`config.mk`:
```
export PLATFORM = sky130hd
export DESIGN_NAME = pwm_fade_multi
export DESIGN_NICKNAME = d
export VERILOG_FILES = /design/src/rtl/pwm_fade_pkg.sv /design/src/rtl/pwm_fade_channel.sv /design/src/rtl/pwm_fade_multi.sv
export SDC_FILE = /design/constraint.sdc
export NUM_CORES = 1
export LEC_CHECK = 0
export BUFFER_PORTS_ARGS = -buffer_cell sky130_fd_sc_hd__buf_2
export CORE_ASPECT_RATIO = 0.6
export CORE_MARGIN = 2
export CORE_UTILIZATION = 30
export DETAILED_ROUTE_END_ITERATION = 8
export PLACE_DENSITY = 0.46
export SYNTH_ARGS = -nofsm -noshare
export SYNTH_HDL_FRONTEND = slang
export SYNTH_SLANG_ARGS = --single-unit
```
`constraint.sdc`:
```
create_clock -name clk -period 3 [get_ports clk]
set_input_delay 0.3 -clock clk [delete_from_list [all_inputs] [get_ports clk]]
set_output_delay 0.3 -clock clk [all_outputs]
set_load 0.03 [all_outputs]
```
`src/rtl/pwm_fade_pkg.sv`:
```
// Shared types and constants for the multi-channel PWM fade driver.
// Provides the 2-bit channel mode type and the four mode encodings.
package pwm_fade_pkg;

    typedef logic [1:0] mode_t;

    localparam mode_t MODE_OFF     = 2'd0;
    localparam mode_t MODE_FADE    = 2'd1;
    localparam mode_t MODE_STEADY  = 2'd2;
    localparam mode_t MODE_BREATHE = 2'd3;

endpackage

```
`src/rtl/pwm_fade_channel.sv`:
```
// One LED channel: fade/breathe counter, mode register, level select, drive reg.
// Ports: i_clk, i_rst_n, i_trigger, i_mode, i_pwm_cnt, i_steady_level -> o_drive, o_active.
module pwm_fade_channel
    import pwm_fade_pkg::*;
#(
    parameter int LEVEL_BITS = 8,
    parameter int FADE_BITS  = 27
) (
    input  logic                  i_clk,
    input  logic                  i_rst_n,
    input  logic                  i_trigger,
    input  mode_t                 i_mode,
    input  logic [LEVEL_BITS-1:0] i_pwm_cnt,
    input  logic [LEVEL_BITS-1:0] i_steady_level,
    output logic                  o_drive,
    output logic                  o_active
);

    localparam logic [FADE_BITS-1:0] FADE_MAX = '1;
    localparam logic [FADE_BITS-1:0] FADE_ONE = FADE_BITS'(1);

    logic [FADE_BITS-1:0]  r_fade_cnt;
    logic                  r_dir;
    mode_t                 r_mode_q;
    logic                  r_drive;

    logic [FADE_BITS-1:0]  w_fade_nxt;
    logic                  w_dir_nxt;
    mode_t                 w_mode_nxt;
    logic                  w_up;
    logic [LEVEL_BITS-1:0] w_level;
    logic                  w_drive_nxt;

    // Breathe direction: turn around at the rails so the counter never wraps.
    assign w_up = r_dir ? (r_fade_cnt != FADE_MAX) : (r_fade_cnt == '0);

    always_comb begin
        w_fade_nxt = r_fade_cnt;
        w_dir_nxt  = r_dir;
        w_mode_nxt = r_mode_q;
        if (i_mode != r_mode_q) begin
            // Mode change wins over trigger and restarts from zero, counting up.
            w_fade_nxt = '0;
            w_dir_nxt  = 1'b1;
            w_mode_nxt = i_mode;
        end else begin
            unique case (r_mode_q)
                MODE_FADE: begin
                    if (i_trigger)
                        w_fade_nxt = FADE_MAX;
                    else if (r_fade_cnt != '0)
                        w_fade_nxt = r_fade_cnt - FADE_ONE;
                end
                MODE_BREATHE: begin
                    if (i_trigger) begin
                        w_fade_nxt = FADE_MAX;
                        w_dir_nxt  = 1'b0;
                    end else if (w_up) begin
                        w_fade_nxt = r_fade_cnt + FADE_ONE;
                        w_dir_nxt  = (w_fade_nxt != FADE_MAX);
                    end else begin
                        w_fade_nxt = r_fade_cnt - FADE_ONE;
                        w_dir_nxt  = (w_fade_nxt == '0);
                    end
                end
                MODE_OFF,
                MODE_STEADY: begin
                    w_fade_nxt = '0;
                end
            endcase
        end
    end

    assign w_level = (r_mode_q == MODE_STEADY)
                   ? i_steady_level
                   : r_fade_cnt[FADE_BITS-1 -: LEVEL_BITS];

    // Max level forces a constant high instead of a 255/256-style duty.
    assign w_drive_nxt = (&w_level) | (i_pwm_cnt < w_level);

    always_ff @(posedge i_clk or negedge i_rst_n) begin
        if (!i_rst_n) begin
            r_fade_cnt <= '0;
            r_dir      <= 1'b1;
            r_mode_q   <= MODE_OFF;
            r_drive    <= 1'b0;
        end else begin
            r_fade_cnt <= w_fade_nxt;
            r_dir      <= w_dir_nxt;
            r_mode_q   <= w_mode_nxt;
            r_drive    <= w_drive_nxt;
        end
    end

    assign o_drive  = r_drive;
    assign o_active = |r_fade_cnt;

endmodule

```
`src/rtl/pwm_fade_multi.sv`:
```
// Multi-channel PWM LED driver sharing one free-running PWM timebase.
// Ports: clk, rst_n, trigger, mode, steady_level -> drive, active (per channel).
module pwm_fade_multi
    import pwm_fade_pkg::*;
#(
    parameter int CHANNELS   = 4,
    parameter int LEVEL_BITS = 8,
    parameter int FADE_BITS  = 27
) (
    input  logic                  clk,
    input  logic                  rst_n,
    input  logic [CHANNELS-1:0]   trigger,
    input  logic [2*CHANNELS-1:0] mode,
    input  logic [LEVEL_BITS-1:0] steady_level,
    output logic [CHANNELS-1:0]   drive,
    output logic [CHANNELS-1:0]   active
);

    localparam logic [LEVEL_BITS-1:0] PWM_ONE = LEVEL_BITS'(1);

    logic [LEVEL_BITS-1:0] r_pwm_cnt;

    always_ff @(posedge clk or negedge rst_n) begin
        if (!rst_n)
            r_pwm_cnt <= '0;
        else
            r_pwm_cnt <= r_pwm_cnt + PWM_ONE;
    end

    for (genvar g = 0; g < CHANNELS; g++) begin : g_ch
        pwm_fade_channel #(
            .LEVEL_BITS (LEVEL_BITS),
            .FADE_BITS  (FADE_BITS)
        ) u_ch (
            .i_clk          (clk),
            .i_rst_n        (rst_n),
            .i_trigger      (trigger[g]),
            .i_mode         (mode_t'(mode[2*g +: 2])),
            .i_pwm_cnt      (r_pwm_cnt),
            .i_steady_level (steady_level),
            .o_drive        (drive[g]),
            .o_active       (active[g])
        );
    end

endmodule

```
### Word-level counts from Yosys, hierarchy flattened

Index checks and enable logic that the tools add are counted.

| storage, ports and cells | value |
|---|---|
| flip-flop bits (word level) | 132 |
| input bits | 22 |
| output and inout port bits | 8 |
| logic and storage cells | 142 |

| cells by class | value |
|---|---|
| add/sub/neg operators | 9 |
| magnitude comparators | 4 |
| eq/ne operators | 28 |
| multiplexer cells | 48 |
| bitwise operators | 4 |
| reductions and logical operators | 32 |

Operators with widths:

| operator | count |
|---|---|
| 2-to-1 mux 27 bit | 20 |
| one-hot mux 27 bit (3 select lines) | 4 |
| logical NOT 27 bit | 8 |
| != test 27 bit, second input constant | 8 |
| adder 27 x 1 -> 27 bit, second input constant | 4 |
| nonzero test 27 bit | 4 |
| OR reduction 27 bit | 4 |
| subtractor 27 x 1 -> 27 bit, second input constant | 4 |
| less-than comparator 8 bit | 4 |
| 2-to-1 mux 8 bit | 4 |
| AND reduction 8 bit | 4 |
| 2-to-1 mux 1 bit | 20 |
| == test 2 bit, second input constant | 8 |
| != test 4 x 2 -> 1 bit, second input constant | 4 |
| adder 8 x 1 -> 8 bit, second input constant | 1 |
| == test 2 x 1 -> 1 bit, second input constant | 4 |
| logical NOT 2 bit | 4 |
| != test 2 bit | 4 |
| nonzero test 2 bit | 4 |
| OR reduction 2 bit | 4 |
| bitwise OR 1 bit | 4 |

### Longest topological paths before layout

| logic depth | value |
|---|---|
| depth in word-level cells | 6 |
| mapped depth | 13 |
| mapped depth without buffers | 9 |

### By module

A second synthesis with hierarchy kept.

| second synthesis, totals | value |
|---|---|
| cells, all modules | 1,667 |
| area total of the unflattened synthesis | 13,306.5 µm² |

By module, submodules not included:

| module | times used | cells an instance | area each (µm²) | seq. area each (µm²) |
|---|---|---|---|---|
| pwm_fade_channel at g_ch[1].u_ch ... | 2 | 416 | 3,367.0 | 777.0 |
| pwm_fade_channel at g_ch[0].u_ch | 1 | 416 | 3,216.8 | 777.0 |
| pwm_fade_channel at g_ch[3].u_ch | 1 | 395 | 3,039.2 | 777.0 |
| pwm_fade_multi | 1 | 24 | 316.6 | 200.2 |

### Worst setup path after synthesis

OpenSTA, ideal clock, no wires.

| timing path | value |
|---|---|
| path type | reg-to-reg |
| start | register g_ch[2].u_ch.r_fade_cnt[0] |
| end | register g_ch[2].u_ch.r_fade_cnt[18] |
| library setup time | 132 ps |
| arrival | 2,983 ps |
| required time | 2,868 ps |
| setup slack | -115 ps |
| cell stages (with the launch flop) | 14 |
| path buffers | 4 |
| period minus slack after synthesis | 3,115 ps |
| cell sequence | dfrtp_1 clkbuf_1 inv_1 ha_1 clkbuf_2 nor4b_2 nand2_1 or3_1 a221oi_2 buf_4 buf_4 nand3_1 a31oi_1 nor2_1 |

| between the ends | value |
|---|---|
| cells in the longest elaborated chain, start to end | 6 |
| elaborated cells on any way between the ends | 13 |
| those cells by class | add/sub (2); eq/ne (2); mux (7); reduce/logical (2) |

RTL lines:

| element | line | source |
|---|---|---|
| start, declared | pwm_fade_channel.sv:22 | `logic [FADE_BITS-1:0] r_fade_cnt;` |
| start signal, assigned | pwm_fade_channel.sv:88 | `r_fade_cnt <= w_fade_nxt;` |
| branches (longest 6 deep; another with subtractor 27 x 1 -> 27 bit) | -- |  |

Parallel ways; which one is timed is not known. The select of a mux whose other input is x is not followed.
A chain may end at the register's enable or synchronous reset.

### Final worst setup path

| timing path | value |
|---|---|
| start | register g_ch[1].u_ch.r_fade_cnt[0] |
| end | register g_ch[1].u_ch.r_fade_cnt[14] |

| between the ends | value |
|---|---|
| cells in the longest elaborated chain, start to end | 6 |
| elaborated cells on any way between the ends | 13 |
| those cells by class | add/sub (2); eq/ne (2); mux (7); reduce/logical (2) |

RTL lines:

| element | line |
|---|---|
| start, declared | pwm_fade_channel.sv:22 |
| start signal, assigned | pwm_fade_channel.sv:88 |
| branches (longest 6 deep; another with subtractor 27 x 1 -> 27 bit) | -- |

Parallel ways; which one is timed is not known. The select of a mux whose other input is x is not followed.

==> impl_metrics.toml <==
[outcome]
status = "complete, but fails checks"
violations = "negative setup slack"

[timing]
rsz0062_at_grt = "true"
fin_worst_skew_ns = 0.0132
worstMarginPinSlew_ns = 0.720
fmaxAchievable_ghz = 0.332
post-route-period-util_pct = 101
slew_headroom_pct = 52.0
maxSlewViolCount = 0
setup_ws_ns = -0.0165
hold_violations = 0
min_period_ns = 3.02
finalSetupViolations = 4

[drt]
drc = 0
routed_wl_um = 49000
avgViaCountPerCell = 5.95
wl_per_cell_um = 20.9
drtPass1Iterations = 6
drtIter0Drc = 1764
vias = 13900
postRouteAntennaNets = 0

[hold_path]
min-delay-start = "mode[2]"
holdCritPathClass = "primary input to flop"
holdPathStages = 1
holdPathEnd = "g_ch[1].u_ch.r_mode_q[0]$_DFFE_PN0N_"

[power_and_ir_drop]
switching_share_pct = 35.0
pwr-share-comb_pct = 32.5
clockPowerShare_pct = 36.5
p_leak_uw = 0.00610
power_density_nw_per_um2 = 408
p_seq_share_pct = 31.0
p_switching_uw = 2240
ir_drop_v = 0.000315
power.internal_uw = 4170

[die]
core_sq_um = 42200
rows = 58
ioPinCount = 30
die_h_um = 165
die_width_um = 272
start_util_pct = 30.7
dieArea_sq_um = 44800

[logic_synthesis]
syn_nets = 1723
syn_area_sq_um = 12900
synth_edf_count = 0
synth_top_flop_cell = "dfrtp_1"
yosysWarnings = 0
async_flop_share_pct = 100
netlist_instances = 1656
seq_area_frac_synth_pct = 25.6
ys_ff_latch = 132
synth_cell_types = 95
avgSynthCellArea_sq_um = 7.81

[finish]
antenna_cells = 0
fin_util_pct = 37.2
syn2layout_area_growth_pct = 21.4
drive_above_1_share_pct = 19.8
fin_cells = 2338
n_fill_cell = 4378
finalNetCount = 1822

[placement]
port_buffers = 29
dp.cells = 2297
place_congestion = 0.930
hpwlAfterDp_um = 37300

[clocking]
clockBufferDepth = 2
clkLatencyLatePin_ns = 0.45
tritoncts = "built"
clk_pin_slew_ns = 0.06
numCtsBuffers = 17
root_buffer = "clkbuf_16"
cts-htree-levels = 4
cts.sinks = 132

[worst_setup_path]
r2r_end = "g_ch[1].u_ch.r_fade_cnt[14]$_DFFE_PN0P_"
worstPathCellList = "inv_2 -> ha_4 -> or4b_4 -> or2_1 -> or3_4 -> or3_4 -> o41ai_4 -> buf_4 -> buf_12 -> a221oi_1"
slowest_delay_ns = 0.47
crit_type = "flop to flop"
start_kind = "flop"
worstPathRequired_ns = 3.32
path_max_fanout = 7
r2r-start = "g_ch[1].u_ch.r_fade_cnt[0]$_DFFE_PN0P_"
reg2reg_setup_slack_ns = -0.02
arrival_ns = 3.33
path_common_cell = "or3_4"
crit_slowest_cell = "or4b_4"
endpoint_kind = "flop"
r2r_cells = 10

[global_route]
grt_max_degree = 68
grt_pass1_wl_um = 76800
grt_pass1_vias = 12700
grt.overflow.total = 0
antenna_found_initial = 0
grt_use_total_pct = 21.9

[flow_run]
maxCapViolations = 0
## sequential cells by signal, indices dropped and copies added, names as in the netlist
name	count
r_pwm_cnt	8
g_ch.u_ch.o_drive	4
g_ch.u_ch.r_dir	4
g_ch.u_ch.r_mode_q	8
g_ch.u_ch.r_fade_cnt	108
## layout by cell type (no fill, tap or decap), types with 12 or more instances in the layout
cell         n
o21ai_0     45
a221oi_1    45
and4_1      13
a21oi_1     92
dfrtp_1    127
clkbuf_16   17
or2_2       18
xnor2_1     63
or4_1       15
or3_1       29
mux2i_1     32
buf_2       27
nor3_1      74
inv_1       33
a221o_1     16
xor2_1      50
a211oi_1    14
nand3_1     63
o31ai_1     13
nand2b_1    15
o221ai_1    16
o21a_1      21
a31oi_1     18
and3_1      22
nor4_1      55
and2_1      14
o211ai_1    16
nand4_1     61
nor2b_1     12
ha_1        43
nand2_1    117
buf_4      198
nor2_1     146
## Yosys cell counts (29+ instances only)
cell type    n  share of area [%]
a21oi_1     96                3.7
nor4_1      62                3.0
a221oi_1    46                3.1
nand4_1     61                3.0
clkbuf_1   111                3.2
buf_2       29                1.1
o21ai_0     48                1.9
xnor2_1     63                4.3
ha_1        45                4.4
mux2i_1     32                2.5
dfrtp_1    128                 25
xor2_1      50                3.4
nor2_1     148                4.3
inv_1       36                1.0
nor3_1      75                2.9
nand2_1    119                3.5
nand3_1     63                2.4
or3_1       32                1.5
## layout make-up
type                            count  area, sq um  area share [%]
Clock buffer                       24          482            3.07
Clock inverter                      8          148           0.941
Inverter                           36          135           0.861
Multi-Input combinational cell   1325         8990            57.3
Sequential cell                   132         3310            21.1
Tap cell                          570          713            4.55
Timing Repair Buffer              243         1920            12.2
## worst max path at each step
stage / slack [ns] / start / to / cells past startpoint
2_1_floorplan: -0.02 / g_ch[1].u_ch.r_fade_cnt[0]$_DFFE_PN0P_ / g_ch[1].u_ch.r_fade_cnt[26]$_DFFE_PN0P_ / 10
3_3_place_gp: 0.06 / g_ch[1].u_ch.r_fade_cnt[0]$_DFFE_PN0P_ / g_ch[1].u_ch.r_fade_cnt[0]$_DFFE_PN0P_ / 9
3_5_place_dp: 0.03 / g_ch[1].u_ch.r_fade_cnt[0]$_DFFE_PN0P_ / g_ch[1].u_ch.r_fade_cnt[1]$_DFFE_PN0P_ / 9
4_1_cts: 0.01 / g_ch[2].u_ch.r_fade_cnt[0]$_DFFE_PN0P_ / active[2] / 8
5_1_grt: -0.09 / g_ch[1].u_ch.r_fade_cnt[1]$_DFFE_PN0P_ / g_ch[1].u_ch.r_fade_cnt[14]$_DFFE_PN0P_ / 10
6_report: -0.02 / g_ch[1].u_ch.r_fade_cnt[0]$_DFFE_PN0P_ / g_ch[1].u_ch.r_fade_cnt[14]$_DFFE_PN0P_ / 10
## what timing repair did
| action | CTS | global route |
|---|---|---|
| gates cloned | 0 | 1 |
| pin swaps | 0 | 3 |
| setup buffers | 0 | 4 |
| hold buffers | 4 | 0 |
| hold endpoints to repair | 64 | 0 |
| endpoints found under the setup margin | 3 | 52 |
| resized for setup | 7 | 39 |
## power by group through the flow
stage	clock [uW]	sequential, uW	combinational [uW]
2_1_floorplan	0	1940	1320
3_3_place_gp	0	2010	1970
3_5_place_dp	0	2010	1970
4_1_cts	2400	1980	1990
5_1_grt	2450	2000	2270
6_report	2340	1990	2080
## routing by layer
| layer | track usage (%) | part of all wire (%) | vias to the layer above |
|---|---|---|---|
| li1 | - | - | 6457 |
| met3 | 4.81 | 9.5 | 35 |
| met5 | 0 | 0 | - |
| met1 | 36.4 | 53 | 6851 |
| met4 | 3.60 | 0.81 | 0 |
| met2 | 27.7 | 37 | 578 |
## metrics by stage
step	hold slack (ns)	setup WS (ns)	TNS, ns	area, sq um	power [uW]
after floorplan	0.00441	-0.0205	-0.0416	13000	3260
after global placement	0.382	0.0557	0	14800	3980
after detailed placement	0.378	0.0313	0	14800	3980
after CTS	0.00164	0.0123	0	15500	6380
after global routing	0.0157	-0.0910	-0.581	15700	6720
final	0.0150	-0.0165	-0.0386	15700	6410
## critical path, delay by kind of cell, from the launching register on
kind            cells  cell delay (ns)
compound gates      2             0.47
fa+ha+maj           1             0.16
flops               1             0.41
buf+inv             3             0.41
simple gates        4             1.42
## kinds of logic after synthesis
family	count (synthesis)	synth area share, %
AOI/OAI and AO/OA	404	22.7
buffers and inverters	199	6.68
adders and majority gates	45	4.35
DFF	132	25.6
xor gates and xnor gates	113	7.65
and+or+nand+nor	728	30.3
muxes	35	2.74
No activity file was read; power rests on OpenSTA's default activity.
